$ cat config.mk
export PLATFORM = sky130hd
export DESIGN_NAME = divisor_prog_flat
export DESIGN_NICKNAME = d
export VERILOG_FILES = /design/src/rtl/divisor_prog_pkg.sv /design/src/rtl/divisor_prog_if.sv /design/src/rtl/divisor_cnt.sv /design/src/rtl/divisor_prog.sv /design/src/flat_wrapper.sv
export SDC_FILE = /design/constraint.sdc
export NUM_CORES = 1
export LEC_CHECK = 0
export CAP_MARGIN = 20
export CORE_MARGIN = 5
export CORE_UTILIZATION = 62
export CTS_BUF_LIST = sky130_fd_sc_hd__clkbuf_16
export CTS_CLUSTER_DIAMETER = 100
export DETAILED_ROUTE_END_ITERATION = 10
export PLACE_DENSITY = 0.85
export SLEW_MARGIN = 20
export SYNTH_ARGS = -nofsm -noshare
export SYNTH_HDL_FRONTEND = slang
export SYNTH_HIERARCHICAL = 1
export SYNTH_SLANG_ARGS = --single-unit
$ cat constraint.sdc
create_clock -name clk -period 4.6 [get_ports clk]
set_input_delay 0.92 -clock clk [delete_from_list [all_inputs] [get_ports clk]]
set_output_delay 0.92 -clock clk [all_outputs]
set_load 0.005 [all_outputs]
$ cat src/rtl/divisor_prog_pkg.sv
// Shared definitions for the programmable clock divider: FSM encoding and the 1 Hz default terminal count.
package divisor_prog_pkg;

   typedef enum logic {
      ST_IDLE = 1'b0,
      ST_RUN  = 1'b1
   } state_t;

   localparam logic [27:0] DIV_1HZ = 28'd99999999;

endpackage

$ cat src/rtl/divisor_prog_if.sv
// Control/status bundle of divisor_prog; cnt is present only when DIVISOR_CNT_OUT_EN is defined.
interface divisor_prog_if #(
   parameter int WIDTH = 28
) ();

   logic             en;
   logic             load;
   logic [WIDTH-1:0] div_in;
   logic             tick;
   logic             clk_out;
   logic             load_pend;
`ifdef DIVISOR_CNT_OUT_EN
   logic [WIDTH-1:0] cnt;
`endif

`ifdef DIVISOR_CNT_OUT_EN
   modport master (output en, load, div_in, input tick, clk_out, load_pend, cnt);
   modport slave  (input en, load, div_in, output tick, clk_out, load_pend, cnt);
`else
   modport master (output en, load, div_in, input tick, clk_out, load_pend);
   modport slave  (input en, load, div_in, output tick, clk_out, load_pend);
`endif

endinterface

$ cat src/rtl/divisor_cnt.sv
// Up-counter that wraps to zero at the terminal count; tc flags cnt==div. The cnt port exists only with DIVISOR_CNT_OUT_EN.
module divisor_cnt #(
   parameter int WIDTH = 28
) (
   input  logic             clk,
   input  logic             rst,
   input  logic             adv,
   input  logic             clr,
   input  logic [WIDTH-1:0] div,
   output logic             tc
`ifdef DIVISOR_CNT_OUT_EN
   ,
   output logic [WIDTH-1:0] cnt
`endif
);

   logic [WIDTH-1:0] cnt_reg;

   assign tc = (cnt_reg == div);

`ifdef DIVISOR_CNT_OUT_EN
   assign cnt = cnt_reg;
`endif

   // cnt never exceeds div, so equality alone closes the period.
   always_ff @(posedge clk) begin
      if (!rst) begin
         cnt_reg <= '0;
      end else if (clr) begin
         cnt_reg <= '0;
      end else if (adv) begin
         cnt_reg <= tc ? '0 : cnt_reg + 1'b1;
      end
   end

endmodule

$ cat src/rtl/divisor_prog.sv
// Runtime-programmable clock divider: one-cycle tick, 50% clk_out, pause, boundary-aligned divisor reload.
// Optional debug count output enabled by defining DIVISOR_CNT_OUT_EN.
module divisor_prog
   import divisor_prog_pkg::*;
#(
   parameter int               WIDTH       = 28,
   parameter logic [WIDTH-1:0] DIV_DEFAULT = WIDTH'(DIV_1HZ)
) (
   input  logic          clk,
   input  logic          rst,
   divisor_prog_if.slave bus
);

   logic [WIDTH-1:0] div_reg;
   logic [WIDTH-1:0] pend_div_reg;
   logic             load_pend_reg;
   logic             tick_reg;
   logic             clk_out_reg;
   state_t           state_reg;
   state_t           state_next;
   logic             tc;
   logic             apply_run;
   logic             apply_idle;

   always_comb begin
      state_next = bus.en ? ST_RUN : ST_IDLE;
      apply_run  = (state_next == ST_RUN) && tc && load_pend_reg;
      // A settled pause applies the pending divisor at once and restarts the period.
      apply_idle = (state_reg == ST_IDLE) && (state_next == ST_IDLE) && load_pend_reg;
   end

   divisor_cnt #(
      .WIDTH (WIDTH)
   ) u_cnt (
      .clk (clk),
      .rst (rst),
      .adv (state_next == ST_RUN),
      .clr (apply_idle),
      .div (div_reg),
      .tc  (tc)
`ifdef DIVISOR_CNT_OUT_EN
      ,
      .cnt (bus.cnt)
`endif
   );

   always_ff @(posedge clk) begin
      if (!rst) begin
         state_reg     <= ST_IDLE;
         div_reg       <= DIV_DEFAULT;
         pend_div_reg  <= '0;
         load_pend_reg <= 1'b0;
         tick_reg      <= 1'b0;
         clk_out_reg   <= 1'b0;
      end else begin
         state_reg <= state_next;
         tick_reg  <= 1'b0;
         if ((state_next == ST_RUN) && tc) begin
            tick_reg    <= 1'b1;
            clk_out_reg <= ~clk_out_reg;
         end
         if (apply_run || apply_idle) begin
            div_reg       <= pend_div_reg;
            load_pend_reg <= 1'b0;
         end
         // A load on the apply edge becomes the next pending value.
         if (bus.load) begin
            pend_div_reg  <= bus.div_in;
            load_pend_reg <= 1'b1;
         end
      end
   end

   assign bus.tick      = tick_reg;
   assign bus.clk_out   = clk_out_reg;
   assign bus.load_pend = load_pend_reg;

endmodule

$ cat src/flat_wrapper.sv
// flat-port wrapper written by rule: the top's interface ports become plain ports
module divisor_prog_flat import divisor_prog_pkg::*;
#(
   parameter int               WIDTH       = 28,
   parameter logic [WIDTH-1:0] DIV_DEFAULT = WIDTH'(DIV_1HZ)
)
  (clk, rst, bus_en, bus_load, bus_div_in, bus_tick, bus_clk_out, bus_load_pend);
  divisor_prog_if #(.WIDTH(WIDTH)) bus_i ();
  input  logic clk;
  input  logic rst;
  input wire logic [$bits(bus_i.en)-1:0] bus_en;
  input wire logic [$bits(bus_i.load)-1:0] bus_load;
  input wire logic [$bits(bus_i.div_in)-1:0] bus_div_in;
  output wire logic [$bits(bus_i.tick)-1:0] bus_tick;
  output wire logic [$bits(bus_i.clk_out)-1:0] bus_clk_out;
  output wire logic [$bits(bus_i.load_pend)-1:0] bus_load_pend;
  assign bus_i.en = bus_en;
  assign bus_i.load = bus_load;
  assign bus_i.div_in = bus_div_in;
  assign bus_tick = bus_i.tick;
  assign bus_clk_out = bus_i.clk_out;
  assign bus_load_pend = bus_i.load_pend;
  divisor_prog #(.WIDTH(WIDTH), .DIV_DEFAULT(DIV_DEFAULT)) u_core (.clk(clk), .rst(rst), .bus(bus_i));
endmodule
### Yosys cells after proc, flatten, opt, wreduce, memory -nomap -nowiden

Index checks and enable logic that the tools add are counted.

| word-level totals | value |
|---|---|
| bits in latches | 0 |
| word-level logic and storage cells | 25 |
| bits in writable memories | 0 |
| input bits | 32 |
| register bits after elaboration | 88 |
| memories kept | 0 |
| memory bits (read-only) | 0 |

| cells by class | value |
|---|---|
| multipliers | 0 |
| shifts and indexed selects | 0 |
| multiplexer cells | 5 |
| $lt $le $gt $ge | 0 |
| $add $sub $neg | 1 |
| bitwise logic cells | 4 |
| div/mod/pow operators | 0 |
| equality and inequality tests | 1 |
| reductions and logical operators | 7 |

Operators by type and width:

| operator | number |
|---|---|
| $add A28 B1 Y28 const B | 1 |
| $eq A28 B28 Y1 | 1 |
| $mux W28 | 1 |
| $logic_and A1 B1 Y1 | 4 |
| $mux W1 | 4 |
| $not A1 Y1 | 4 |
| $reduce_bool A2 Y1 | 1 |
| $reduce_or A2 Y1 | 1 |
| $logic_or A1 B1 Y1 | 1 |

### Depth between registers and ports, before layout

Gate-level depths: netlist of the first run.

| depth | value |
|---|---|
| word-level depth | 7 |
| gate-level depth with buffers | 10 |
| gate-level depth less buffers | 7 |

### By module

Netlist of the first run, hierarchy kept.

Modules (own cells, without submodules):

| module | area each (µm²) | sequential area each (µm²) | cells an instance | times used |
|---|---|---|---|---|
| divisor_prog | 2414.8 | 1201.2 | 228 | 1 |
| divisor_cnt | 1610.3 | 560.5 | 183 | 1 |

### Worst setup path after synthesis of the first run

OpenSTA, ideal clock, no wires.

| path | value |
|---|---|
| path type | in2reg |
| start | input bus_en |
| end | register u_core.u_cnt.cnt_reg[27] |
| path slack | 2464 ps |
| stages | 6 |
| setup time | 133 ps |
| data arrival time | 2003 ps |
| cells stage by stage | buf_6 nand4_1 nor4_2 nand4_1 xor2_1 nor2_1 |

| between the ends | value |
|---|---|
| word-level cells in the longest chain between the ends | 5 |

Ends and longest elaborated chain:

| item | RTL line | source |
|---|---|---|
| start, declared | flat_wrapper.sv:11 | `input wire logic [$bits(bus_i.en)-1:0] bus_en;` |
| $mux W1 (*) | divisor_prog.sv:26 | `state_next = bus.en ? ST_RUN : ST_IDLE;` |
| $not A1 Y1 | divisor_prog.sv:29 | `apply_idle = (state_reg == ST_IDLE) && (state_next == ST_IDLE) && load_pend_reg;` |
| $logic_and A1 B1 Y1 (2 in a row) | divisor_prog.sv:29 |  |
| $reduce_or A2 Y1 (no line) | -- |  |
| end signal, assigned | divisor_cnt.sv:32 | `cnt_reg <= tc ? '0 : cnt_reg + 1'b1;` |
| end, declared | divisor_cnt.sv:17 | `logic [WIDTH-1:0] cnt_reg;` |

Every way passes the cells marked *; elsewhere a longest branch is shown, timed or not.
A chain may end at the register's enable or synchronous reset.

### Final worst setup path of the first run

| path | value |
|---|---|
| start | input bus_en |
| end | register u_core.u_cnt.cnt_reg[21] |

Same word-level chain as after synthesis.

==> reports/qor.yml, run 1 <==
postCtsSetupBuffers: 0
synthDistinctLibCells: 32
routed_wl_um: 7940
final_area_sq_um: 4620
ant_nets: 0
ff2ff_path_depth: 8
grt_antenna_before_repair: 0
die_y_um: 90.6
fin_crit_sh: 0.635
power_leakage_nw: 1.78
multi_input_area_sq_um: 2100
netlist_instances: 411
whs_endpoint: "u_core/div_reg[9]$_SDFFE_PN0P_"
layout-drive-gt1-share: 0.0590
critical_path_class: "in -> reg"
min_from: "u_core/pend_div_reg[9]$_SDFFE_PN0P_"
final_nets: 470
ys_warn_count: 6
clk_pin_slew_ns: 0.07
ir_worst_vdd_mv: 0.260
final_max_slew_viol_count: 0
via_count: 2854
fill_cells: 453
skew_ns: 0.00914
die_w_um: 90.6
syn_area_sq_um: 4030
drc: 0
htreeDepth: 3
cts_made_buffers: 9
clk_path_buf_depth: 2
n_antenna_cell: 0
worst_slew_pin_slew_ns: 1.08
grtUsageTotal: 0.206
finalSetupTns_ns: 0
powerDensity_nw_per_um2: 359
crit_arrival_ns: 3.10
worstPathRequired_ns: 4.78
reg2reg_setup_slack_ns: 1.94
dp_hpwl_um: 5290
grt_overflow: 0
worstHoldPathCells: 2
hold_buffers: 0
synth.net_count: 444
avgViaCountPerCell: 5.51
worstHoldPathType: "reg -> reg"
firstDrtPassIters: 4
clockRootBuffer: "clkbuf_16"
worstSetupStartpointType: "input pin"
grt_max_degree: 92
status: "finished clean"
yosysSeqAreaShare: 0.438
portBuffers: 34
timing.hold.ws_ns: 0.465
cts_tree: "yes"
fin_crit_ns: 2.92
finalPower_mw: 1.66
routedWlPerCell_um: 15.3
gp_congestion: 0.928
cts_resized: 0
cts.sinks: 88
grt_setup_unrepaired: "false"
max_clock_freq_mhz: 342
dieArea_sq_um: 8200
worstReg2RegStart: "u_core/u_cnt/cnt_reg[15]$_SDFFE_PP0P_"
coreArea_sq_um: 6350
avgSynthCellArea_sq_um: 9.79
seq_area_sq_um: 1760
fin_ws_ns: 1.68
dp_slack_ns: 1.41
worstSetupEndpointType: "flip-flop"
finalSetupViolCount: 0
grt_pass1_vias: 2887
relSlewSlack: 0.276
syn_to_final_growth_pct: 14.8
dpl_cell_area_sq_um: 4330
hold_violations: 0
start_util: 0.634
rows: 29
grt_pass1_wl_um: 13800
clock_latency_ns: 0.34
crit_fanout: 13
ys_seq_elements: 88
r2r_end: "u_core/div_reg[15]$_SDFFE_PN1P_"
maxCapViolations: 0
io_pins: 35
drt-initial-drc-count: 177
[metal layers]
layer	vias to the layer above	GRT usage	part of all wire
met5	-	0	0
met4	0	0.0893	0.018
met3	14	0.0325	0.044
met2	62	0.312	0.46
met1	1357	0.289	0.48
li1	1421	-	-
[cells in the mapped netlist (all sizes together)]
master | n | share of area
nor4 | 9 | 0.016
nand4 | 14 | 0.023
and2 | 2 | 0.0031
inv | 5 | 0.0047
nor2 | 34 | 0.032
a21oi | 2 | 0.0053
o21ai | 2 | 0.0025
nand3 | 5 | 0.0062
buf | 13 | 0.028
ha | 1 | 0.0031
clkbuf | 9 | 0.0084
nor3 | 3 | 0.0037
mux2i | 57 | 0.14
and3 | 4 | 0.0062
dfxtp | 88 | 0.44
o311ai | 1 | 0.0065
or2 | 2 | 0.0037
nand2 | 31 | 0.029
nor2b | 66 | 0.10
xor2 | 43 | 0.094
nand4b | 2 | 0.0044
and4 | 5 | 0.012
xnor2 | 11 | 0.024
nor3b | 2 | 0.0037
[cell usage in the layout, fill, tap and decap left out, drive strengths merged]
cell type,n
a21oi,2
and2,2
and3,4
and4,5
buf,4
bufinv,1
clkbuf,9
clkdlybuf4s50,33
clkinv,5
dfxtp,88
ha,1
inv,5
mux2i,57
nand2,31
nand3,5
nand4,14
nand4b,2
nor2,34
nor2b,66
nor3,3
nor3b,2
nor4,9
o21ai,2
o311ai,1
or2,2
xnor2,11
xor2,43
[metrics by stage]
step / utilization / instances
after floorplan: - / 411
after global placement: 0.682 / 503
after detailed placement: 0.682 / 503
after CTS: 0.727 / 518
after global routing: 0.727 / 518
final: 0.727 / 518
[cell type report]
class                           count  area share
Clock buffer                        9      0.0488
Clock inverter                      6      0.0133
Inverter                            5     0.00406
Multi-Input combinational cell    296       0.454
Sequential cell                    88       0.381
Tap cell                           77      0.0209
Timing Repair Buffer               37      0.0775
[power breakdown]
group / switching (mW) / leakage (nW) / internal (mW)
logic: 0.0611 / 0.915 / 0.0739
clock network: 0.292 / 0.143 / 0.416
registers: 0.0215 / 0.719 / 0.794
[logic make-up after synthesis]
logic type	after synthesis	synth area share
xor gates and xnor gates	54	0.117
muxes	57	0.142
adders and majority gates	1	0.00311
DFF	88	0.438
AOI/OAI and AO/OA	5	0.0143
buffers and inverters	27	0.0410
and+or+nand+nor	179	0.245
[critical path: stages]
cell             delay, ns
clkdlybuf4s50_1       0.75
nand4_1               0.20
nor4_2                0.71
nand4_1               0.24
xor2_1                0.21
nor2_1                0.06
[how the worst max path moves through the flow]
stage	from	end	slack [ns]	cells after the start
floorplan	bus_en	u_core/u_cnt/cnt_reg[27]$_SDFFE_PP0P_	2.46	6
global placement	bus_en	u_core/u_cnt/cnt_reg[27]$_SDFFE_PP0P_	1.53	6
detailed placement	bus_en	u_core/u_cnt/cnt_reg[23]$_SDFFE_PP0P_	1.41	6
CTS	bus_en	u_core/u_cnt/cnt_reg[23]$_SDFFE_PP0P_	1.69	6
global route	bus_en	u_core/u_cnt/cnt_reg[23]$_SDFFE_PP0P_	1.48	6
finish	bus_en	u_core/u_cnt/cnt_reg[21]$_SDFFE_PP0P_	1.68	6
(Power assumes the default switching activity.)
==> run 2, diff against run 1 <==
Settings changed: CORE_UTILIZATION 62 to 52, PLACE_DENSITY 0.85 to 0.76.
Clock period 4.6 ns to 2.4 ns, I/O delays scaled along.
==> run 2 against run 1 <==
  * Clock skew is 0.0052 ns lower
  * Cell count is 8.5% higher
  * Via count is 1.3% higher
  * First-iteration DRC count is 7.9% lower
  * Routed wire length is 3.5% higher
  * Critical path depth is 1 lower
  * Flip-flop and latch count stayed put
  * Clock-buffer cell count stayed put
  * Worst hold slack worse by 0.0040 ns
  * Combinational power is 120% higher
  * Design area is 6.0% higher
  * Critical path type is now reg -> reg
  * Largest cell class unchanged
==> reports/qor.yml, run 2 (synthesis results as in run 1) <==
seq_area_sq_um: 1770  # was 1760 sq um
swShare: 0.217  # was 0.226
cts_made_buffers: 9  # unchanged
hold_violations: 0  # unchanged
finalSetupViolCount: 0  # unchanged
start_util: 0.526  # was 0.634
ant_nets: 0  # unchanged
clock_power_share: 0.413  # was 0.427
layout_common_cells: "dfxtp_1 (83), nor2b_1 (66), mux2i_1 (57), xor2_1 (43), nor2_1 (33)"  # was dfxtp_1 (88), nor2b_1 (66), mux2i_1 (57), xor2_1 (43), nor2_1 (34)
clk_path_buf_depth: 2  # unchanged
die_y_um: 98.0  # was 90.6 um
via_count: 2890  # was 2854
combPwrFrac: 0.093  # was 0.081
dieArea_sq_um: 9600  # was 8200 sq um
finalPower_mw: 3.16  # was 1.66 mW
grtUsageTotal: 0.172  # was 0.206
drc: 0  # unchanged
final_common_cell: "dfxtp_1"  # unchanged
routedWlPerCell_um: 14.6  # was 15.3 um
grt_pass1_wl_um: 13400  # was 13800 um
grt_pass1_vias: 2771  # was 2887
cts_tree: "yes"  # unchanged
seqPwrFrac: 0.495  # was 0.492
dp_hpwl_um: 5690  # was 5290 um
max_clock_freq_mhz: 425
multi_input_area_sq_um: 2140  # was 2100 sq um
critical_path_class: "reg -> reg"  # was in -> reg
hold_buffers: 0  # unchanged
avgViaCountPerCell: 5.14  # was 5.51
portBuffers: 34  # unchanged
skew_ns: 0.00396  # was 0.00914 ns
grt_overflow: 0  # unchanged
crit_arrival_ns: 2.52  # was 3.10 ns
rows: 32  # was 29
firstDrtPassIters: 4  # unchanged
grt_max_degree: 40  # was 92
layout-drive-gt1-share: 0.122  # was 0.0590
worst_slew_pin_slew_ns: 1.07  # was 1.08 ns
final_cells: 562  # was 518
final_nets: 489  # was 470
switchingPower_mw: 0.683  # was 0.375 mW
dpl_cell_area_sq_um: 4490  # was 4330 sq um
maxCapViolations: 0  # unchanged
worstHoldPathCells: 2  # unchanged
grt_antenna_before_repair: 0  # unchanged
worstSetupStartpointType: "flip-flop"  # was input pin
grt_setup_unrepaired: "true"  # was false
status: "finished clean"  # unchanged
post-place-cells: 542  # was 503
cts.sinks: 88  # unchanged
worstHoldPathType: "reg -> reg"  # unchanged
fill_cells: 601  # was 453
worstSetupEndpointType: "flip-flop"  # unchanged
power_leakage_nw: 1.89  # was 1.78 nW
p_int_mw: 2.47  # was 1.28 mW
final_max_slew_viol_count: 0  # unchanged
die_w_um: 98.0  # was 90.6 um
clockRootBuffer: "clkbuf_16"  # unchanged
relSlewSlack: 0.286  # was 0.276
drt-initial-drc-count: 163  # was 177
routed_wl_um: 8220  # was 7940 um
coreArea_sq_um: 7650  # was 6350 sq um
powerDensity_nw_per_um2: 644  # was 359 nW/um^2
final_area_sq_um: 4900  # was 4620 sq um
io_pins: 35  # unchanged
ff2ff_path_depth: 5  # was 8
clock_latency_ns: 0.33  # was 0.34 ns
reg2reg_setup_slack_ns: 0.05  # was 1.94 ns
ir_worst_vdd_mv: 0.502  # was 0.260 mV
crit_fanout: 27  # was 13
gp_congestion: 0.871  # was 0.928
n_antenna_cell: 0  # unchanged
fin_crit_sh: 0.979
fin_crit_ns: 2.35
htreeDepth: 3  # unchanged
syn_to_final_growth_pct: 21.7  # was 14.8%
worstPathRequired_ns: 2.57  # was 4.78 ns
clk_pin_slew_ns: 0.06  # was 0.07 ns
==> run 2: cell count changes in the layout (fill, tap and decap cells not counted), moves of 2 or more <==
cell and delta:
buf_4 +14, dfxtp_1 -5, dfxtp_2 +5, nor4_1 -4
nor4_2 +4, buf_12 +3, clkbuf_16 +2, clkinv_1 +2
clkinv_4 -2
==> run 2: final timing paths <==
check / start / to
worst min register to register: u_core/pend_div_reg[27]$_SDFFE_PN0P_ / u_core/div_reg[27]$_SDFFE_PN0P_
worst max register to register: u_core/u_cnt/cnt_reg[16]$_SDFFE_PP0P_ / u_core/u_cnt/cnt_reg[18]$_SDFFE_PP0P_
worst max-delay path: u_core/u_cnt/cnt_reg[16]$_SDFFE_PP0P_ / u_core/u_cnt/cnt_reg[18]$_SDFFE_PP0P_
worst min-delay path: u_core/pend_div_reg[27]$_SDFFE_PN0P_ / u_core/div_reg[27]$_SDFFE_PN0P_
==> run 2: metrics by stage <==
step / setup TNS, ns / util / setup slack [ns] / hold slack [ns]
6_report: 0 / 0.640 / 0.0498 / 0.461
4_1_cts: 0 / 0.624 / 0.0303 / 0.470
3_5_place_dp: -1.82 / 0.587 / -0.0907 / 0.459
2_1_floorplan: 0 / - / 0.473 / 0.437
3_3_place_gp: 0 / 0.587 / 0.0239 / 0.451
5_1_grt: -1.90 / 0.640 / -0.104 / 0.488
==> run 2: area by class of cell <==
| cell class | count | share of cell area |
|---|---|---|
| well taps | 102 | 0.0261 |
| flip-flops and latches | 88 | 0.361 |
| clock buffers | 9 | 0.0460 |
| repair buffers | 56 | 0.116 |
| multi-input cells | 296 | 0.437 |
| inverters | 5 | 0.00383 |
| clock inverters | 6 | 0.0105 |
==> run 2: worst max-delay path, cell delays in order (launching register included) <==
cell      delay, ns
dfxtp_2        0.34
xor2_1         0.17
nor4_2         0.35
nand4_1        0.25
o311ai_4       0.96
nor2_1         0.11
==> run 2: routing by layer <==
metal,GRT usage,wire length [um],up-vias
met3,0.0471,316,10
met2,0.257,3820,56
li1,-,-,1452
met5,0,0,-
met4,0.0532,97,0
met1,0.241,3980,1372
==> run 2: repair_timing <==
| action | 4_1_cts | 5_1_grt |
|---|---|---|
| gates resized for setup | 2 | 11 |
| buffers inserted | 0 | 3 |
| pin swaps | 0 | 12 |
| setup endpoints to repair | 29 | 53 |
| gates cloned | 0 | 2 |
==> run 2: power groups by stage <==
| stage | sequential (mW) | combinational (mW) | clock (mW) |
|---|---|---|---|
| after CTS | 1.56 | 0.275 | 1.33 |
| after global routing | 1.57 | 0.322 | 1.41 |
| after detailed placement | 1.59 | 0.273 | 0 |
| final | 1.56 | 0.293 | 1.30 |
| after global placement | 1.59 | 0.265 | 0 |
| after floorplan | 1.58 | 0.188 | 0 |
==> run 3, diff against run 2 <==
Settings changed: CORE_UTILIZATION 52 to 57, PLACE_DENSITY 0.76 to 0.79.
Clock period 2.4 ns to 2.45 ns, I/O delays scaled along.
==> run 3 against run 2 <==
  * Routed wire length decreased by 4.6%
  * Clock skew increased by 0.0021 ns
  * Global-route usage increased by 1.7 points
  * Non-clock buffer count decreased by 11
  * Clock power about the same
  * Die area decreased by 7.9%
  * Setup slack improved by 0.12 ns
  * Critical path depth unchanged
  * Total power decreased by 2.4%
  * Design area decreased by 3.0%
==> reports/qor.yml, run 3 (synthesis results as in run 1) <==
die_y_um: 94.0  # was 98.0 um
worstSetupEndpointType: "flip-flop"  # unchanged
crit_arrival_ns: 2.45  # was 2.52 ns
hold_violations: 0  # unchanged
fin_crit_sh: 0.932  # was 0.979
grt_pass1_wl_um: 13200  # was 13400 um
powerDensity_nw_per_um2: 648  # was 644 nW/um^2
critical_path_class: "reg -> reg"  # unchanged
layout-drive-gt1-share: 0.0889  # was 0.122
grt_antenna_before_repair: 0  # unchanged
die_w_um: 94.0  # was 98.0 um
layout_common_cells: "dfxtp_1 (82), nor2b_1 (66), mux2i_1 (57), xor2_1 (43), nor2_1 (34)"  # was dfxtp_1 (83), nor2b_1 (66), mux2i_1 (57), xor2_1 (43), nor2_1 (33)
htreeDepth: 3  # unchanged
dpl_cell_area_sq_um: 4450  # was 4490 sq um
clk_path_buf_depth: 2  # unchanged
final_cells: 546  # was 562
coreArea_sq_um: 6830  # was 7650 sq um
status: "finished clean"  # unchanged
cp_slowest_stage_delay_ns: 0.92  # was 0.96 ns
cts.sinks: 88  # unchanged
syn_to_final_growth_pct: 18.0  # was 21.7%
grt_pass1_vias: 2751  # was 2771
clock_latency_ns: 0.33  # about the same
n_antenna_cell: 0  # unchanged
cts_tree: "yes"  # unchanged
dieArea_sq_um: 8840  # was 9600 sq um
cts_made_buffers: 9  # unchanged
grt_overflow: 0  # unchanged
finalSetupTns_ns: 0  # unchanged
worst_slew_pin_slew_ns: 1.07  # about the same
avgViaCountPerCell: 5.15  # was 5.14
clockRootBuffer: "clkbuf_16"  # unchanged
ant_nets: 0  # unchanged
grt_max_degree: 54  # was 40
fill_cells: 530  # was 601
grtUsageTotal: 0.188  # was 0.172
worstPathRequired_ns: 2.62  # was 2.57 ns
via_count: 2812  # was 2890
crit_fanout: 27  # unchanged
drc: 0  # unchanged
grt_setup_unrepaired: "false"  # was true
postCtsSetupBuffers: 0  # unchanged
routedWlPerCell_um: 14.4  # was 14.6 um
final_area_sq_um: 4750  # was 4900 sq um
dp_hpwl_um: 5600  # was 5690 um
final_common_cell: "dfxtp_1"  # unchanged
rows: 30  # was 32
worstSetupStartpointType: "flip-flop"  # unchanged
firstDrtPassIters: 4  # unchanged
final_nets: 478  # was 489
finalSetupViolCount: 0  # unchanged
crit_chain: "xor2_1 -> nor4_1 -> nand4_1 -> o311ai_4 -> nor2_1"  # was xor2_1 -> nor4_2 -> nand4_1 -> o311ai_4 -> nor2_1
skew_ns: 0.00602  # was 0.00396 ns
routed_wl_um: 7840  # was 8220 um
io_pins: 35  # unchanged
post-place-cells: 530  # was 542
worstHoldPathType: "reg -> reg"  # unchanged
gp_congestion: 0.846  # was 0.871
seq_area_sq_um: 1770  # about the same
clk_pin_slew_ns: 0.06  # about the same
ir_worst_vdd_mv: 0.496  # was 0.502 mV
max_clock_freq_mhz: 438  # was 425 MHz
relSlewSlack: 0.287  # was 0.286
slowest_stage: "o311ai_4"  # unchanged
reg2reg_setup_slack_ns: 0.17  # was 0.05 ns
power_leakage_nw: 1.83  # was 1.89 nW
timing.hold.ws_ns: 0.460  # was 0.461 ns
portBuffers: 34  # unchanged
final_max_slew_viol_count: 0  # unchanged
fin_crit_ns: 2.28  # was 2.35 ns
start_util: 0.589  # was 0.526
maxCapViolations: 0  # unchanged
multi_input_area_sq_um: 2110  # was 2140 sq um
drt-initial-drc-count: 124  # was 163
==> run 3: cell types whose count changed in the layout (fill, tap and decap cells not counted), sizes merged <==
cell | before | now
buf | 22 | 13
clkbuf | 11 | 9
inv | 5 | 6
==> run 3: repair_timing <==
item	4_1_cts	5_1_grt
hold buffers	0	0
endpoints found under the setup margin	0	28
resized for setup	0	8
==> run 3: worst paths after layout <==
| check | startpoint | to | cells after the start |
|---|---|---|---|
| min reg2reg | u_core/pend_div_reg[9]$_SDFFE_PN0P_ | u_core/div_reg[9]$_SDFFE_PN0P_ | 2 |
| min | u_core/pend_div_reg[9]$_SDFFE_PN0P_ | u_core/div_reg[9]$_SDFFE_PN0P_ | 2 |
| max | u_core/u_cnt/cnt_reg[6]$_SDFFE_PP0P_ | u_core/u_cnt/cnt_reg[8]$_SDFFE_PP0P_ | 5 |
| max reg2reg | u_core/u_cnt/cnt_reg[6]$_SDFFE_PP0P_ | u_core/u_cnt/cnt_reg[8]$_SDFFE_PP0P_ | 5 |
==> run 3: critical path: cells and delay by family, from the launching register on <==
family | cells | cell delay [ns]
AO/OA/AOI/OAI | 1 | 0.92
AND/OR/NAND/NOR | 3 | 0.65
flip-flops | 1 | 0.35
XOR/XNOR | 1 | 0.19
==> run 3: per-layer routing <==
layer,vias to the layer above,GRT usage,share of wire
li1,1432,-,-
met3,12,0.0369,0.045
met1,1295,0.263,0.49
met4,0,0.0722,0.013
met5,-,0,0
met2,73,0.287,0.45
==> run 3: stage by stage <==
step            util  total power, mW  worst slack, ns
6_report       0.695             3.08            0.167
5_1_grt        0.695             3.20        0.0000493
4_1_cts        0.692             3.11            0.124
3_5_place_dp   0.651             1.83           0.0497
3_3_place_gp   0.651             1.82           0.0878
2_1_floorplan      -             1.73            0.523
==> run 3: where the power goes <==
group | internal [mW] | switching (mW)
sequential | 1.49 | 0.0398
combinational | 0.149 | 0.116
clock | 0.770 | 0.514
==> run 3: layout make-up <==
class,count,area share
Multi-Input combinational cell,296,0.445
Timing Repair Buffer,45,0.0949
Inverter,5,0.00395
Clock buffer,9,0.0474
Clock inverter,7,0.0113
Sequential cell,88,0.373
Tap cell,96,0.0253
==> patch: new RTL, config.mk and constraints of run 3 <==
`WIDTH` is set to 28 in 4 places; all go to 56.
--- a/src/rtl/divisor_prog_if.sv
+++ b/src/rtl/divisor_prog_if.sv
@@ -2,3 +2,3 @@
 interface divisor_prog_if #(
-   parameter int WIDTH = 28
+   parameter int WIDTH = 56
 ) ();
--- a/src/rtl/divisor_cnt.sv
+++ b/src/rtl/divisor_cnt.sv
@@ -2,3 +2,3 @@
 module divisor_cnt #(
-   parameter int WIDTH = 28
+   parameter int WIDTH = 56
 ) (
--- a/src/rtl/divisor_prog.sv
+++ b/src/rtl/divisor_prog.sv
@@ -5,3 +5,3 @@
 #(
-   parameter int               WIDTH       = 28,
+   parameter int               WIDTH       = 56,
    parameter logic [WIDTH-1:0] DIV_DEFAULT = WIDTH'(DIV_1HZ)
--- a/src/flat_wrapper.sv
+++ b/src/flat_wrapper.sv
@@ -3,3 +3,3 @@
 #(
-   parameter int               WIDTH       = 28,
+   parameter int               WIDTH       = 56,
    parameter logic [WIDTH-1:0] DIV_DEFAULT = WIDTH'(DIV_1HZ)
Interface: changed (resized bus_div_in); port bits go from 35 to 63. The function was not compared with the original's and may differ.
==> patch against run 3 <==
Sequential share of layout area up 0.20 points. Fmax down 5.6%. Via count up 100%. Cell area up 94%. Area after synthesis up 90%. Routed wire length up 130%. Total power up 96%. Sequential cell count up 84. Worst setup slack worse by 0.14 ns. Largest cell class unchanged. First-iteration DRC count rose to 3.8 times the old value. Count of clock-buffer cells in the layout up 8.
==> patch: results (changes against run 3) <==
stage,metric,value,unit,change
status,outcome,"finished, final reports clean",,
grt,vias in the first global route,5589,,+100%
clock_tree,CTS H-tree depth,4,,+1
detailed_routing,vias,5679,,+100%
synthesis,sequential cell area fraction in the yosys report,44.9,%,+1.2 points
detailed_routing,drt pass-1 iters,7,,+3
detailed_routing,Starting DRT DRC Count,477,,+280%
placed_design,gp weighted congestion,0.925,,+9.5%
power,worst vdd ir,0.511,mV,+3.0%
cells_and_area,non-clk buf share,10.3,%,+0.81 points
sta,slew of the pin with the lowest slew margin,0.526,ns,-0.541 ns
sta,Final Skew,0.00842,ns,+0.00240 ns
hold_path,Hold Path End,u_core/div_reg[33]$_SDFFE_PN0P_,,
power,Leak,3.38,nW,+85%
cells_and_area,# nets final,930,,+95%
synthesis,synth top area cells,"dfxtp_1 (45%), mux2i_1 (15%), xnor2_1 (8.1%)",,
cells_and_area,# fillers,965,,+82%
worst_setup_path,Critical Path AT,2.78,ns,+0.33 ns
sta,hold_ws,0.458,ns,-0.00143 ns
cells_and_area,clock network area share,6.08,%,+0.20 points
grt,first-pass GRT wire length,27.4,mm,+110%
placed_design,# port buffers,62,,+82%
clock_tree,Setup Buffers After CTS,2,,+2
cells_and_area,sequential share of cell area,37.5,%,+0.20 points
worst_setup_path,highest cell delay on the worst timing path,0.34,ns,-0.58 ns
synthesis,post-synthesis net count,863,,+94%
cells_and_area,Multi-Input Combinational,580,,+96%
sta,setup ws final,0.0307,ns,-0.136 ns
worst_setup_path,worst r2r src,u_core/u_cnt/cnt_reg[40]$_SDFFE_PP0P_,,
synthesis,post-synth cell types,36,,+13%
worst_setup_path,Setup crit start,u_core/u_cnt/cnt_reg[40]$_SDFFE_PP0P_,,
cells_and_area,Signal buffers,92,,+100%
cells_and_area,multi-input logic area,4000,sq um,+90%
hold_path,Hold Startpoint,u_core/pend_div_reg[33]$_SDFFE_PN0P_,,
cells_and_area,clock buffers,17,,+8
clock_tree,Resized cells post-CTS,1,,+1
synthesis,synthesized area per cell,9.56,sq um,-2.4%
worst_setup_path,CP top delay family,simple AND/OR/NAND/NOR gates,,
floorplanning,Initial Util,58.1,%,-0.82 points
cells_and_area,Area Growth Syn to Fin,20.0,%,
worst_setup_path,slowest CP cell,dfxtp_1,,
detailed_routing,Routed WL,17.7,mm,+130%
synthesis,register bit total from synthesis,172,,+95%
[patch: power breakdown]
| part | internal [mW] | leakage, nW | switching [mW] |
|---|---|---|---|
| Combinational | 0.282 | 1.69 | 0.227 |
| Sequential | 2.89 | 1.40 | 0.0709 |
| Clock | 1.48 | 0.284 | 1.08 |
[patch: cells by family (layout without fill, tap and decap cells)]
family                   after synthesis  in the layout  synth area share [%]
AO/OA/AOI/OAI                         13             13                 0.947
XOR/XNOR                             106            106                  12.1
adder cells (fa/ha/maj)                1              1                 0.163
buffers and inverters                 50            130                  3.54
flip-flops                           172            172                  44.9
multiplexers                         112            112                  14.6
AND/OR/NAND/NOR                      348            348                  23.7
[patch: routing by layer]
layer | share of wire (%) | track usage (%)
met2 | 47 | 32.8
met4 | 2.4 | 7.57
met1 | 46 | 29.0
met3 | 4.4 | 5.21
met5 | 0 | 0
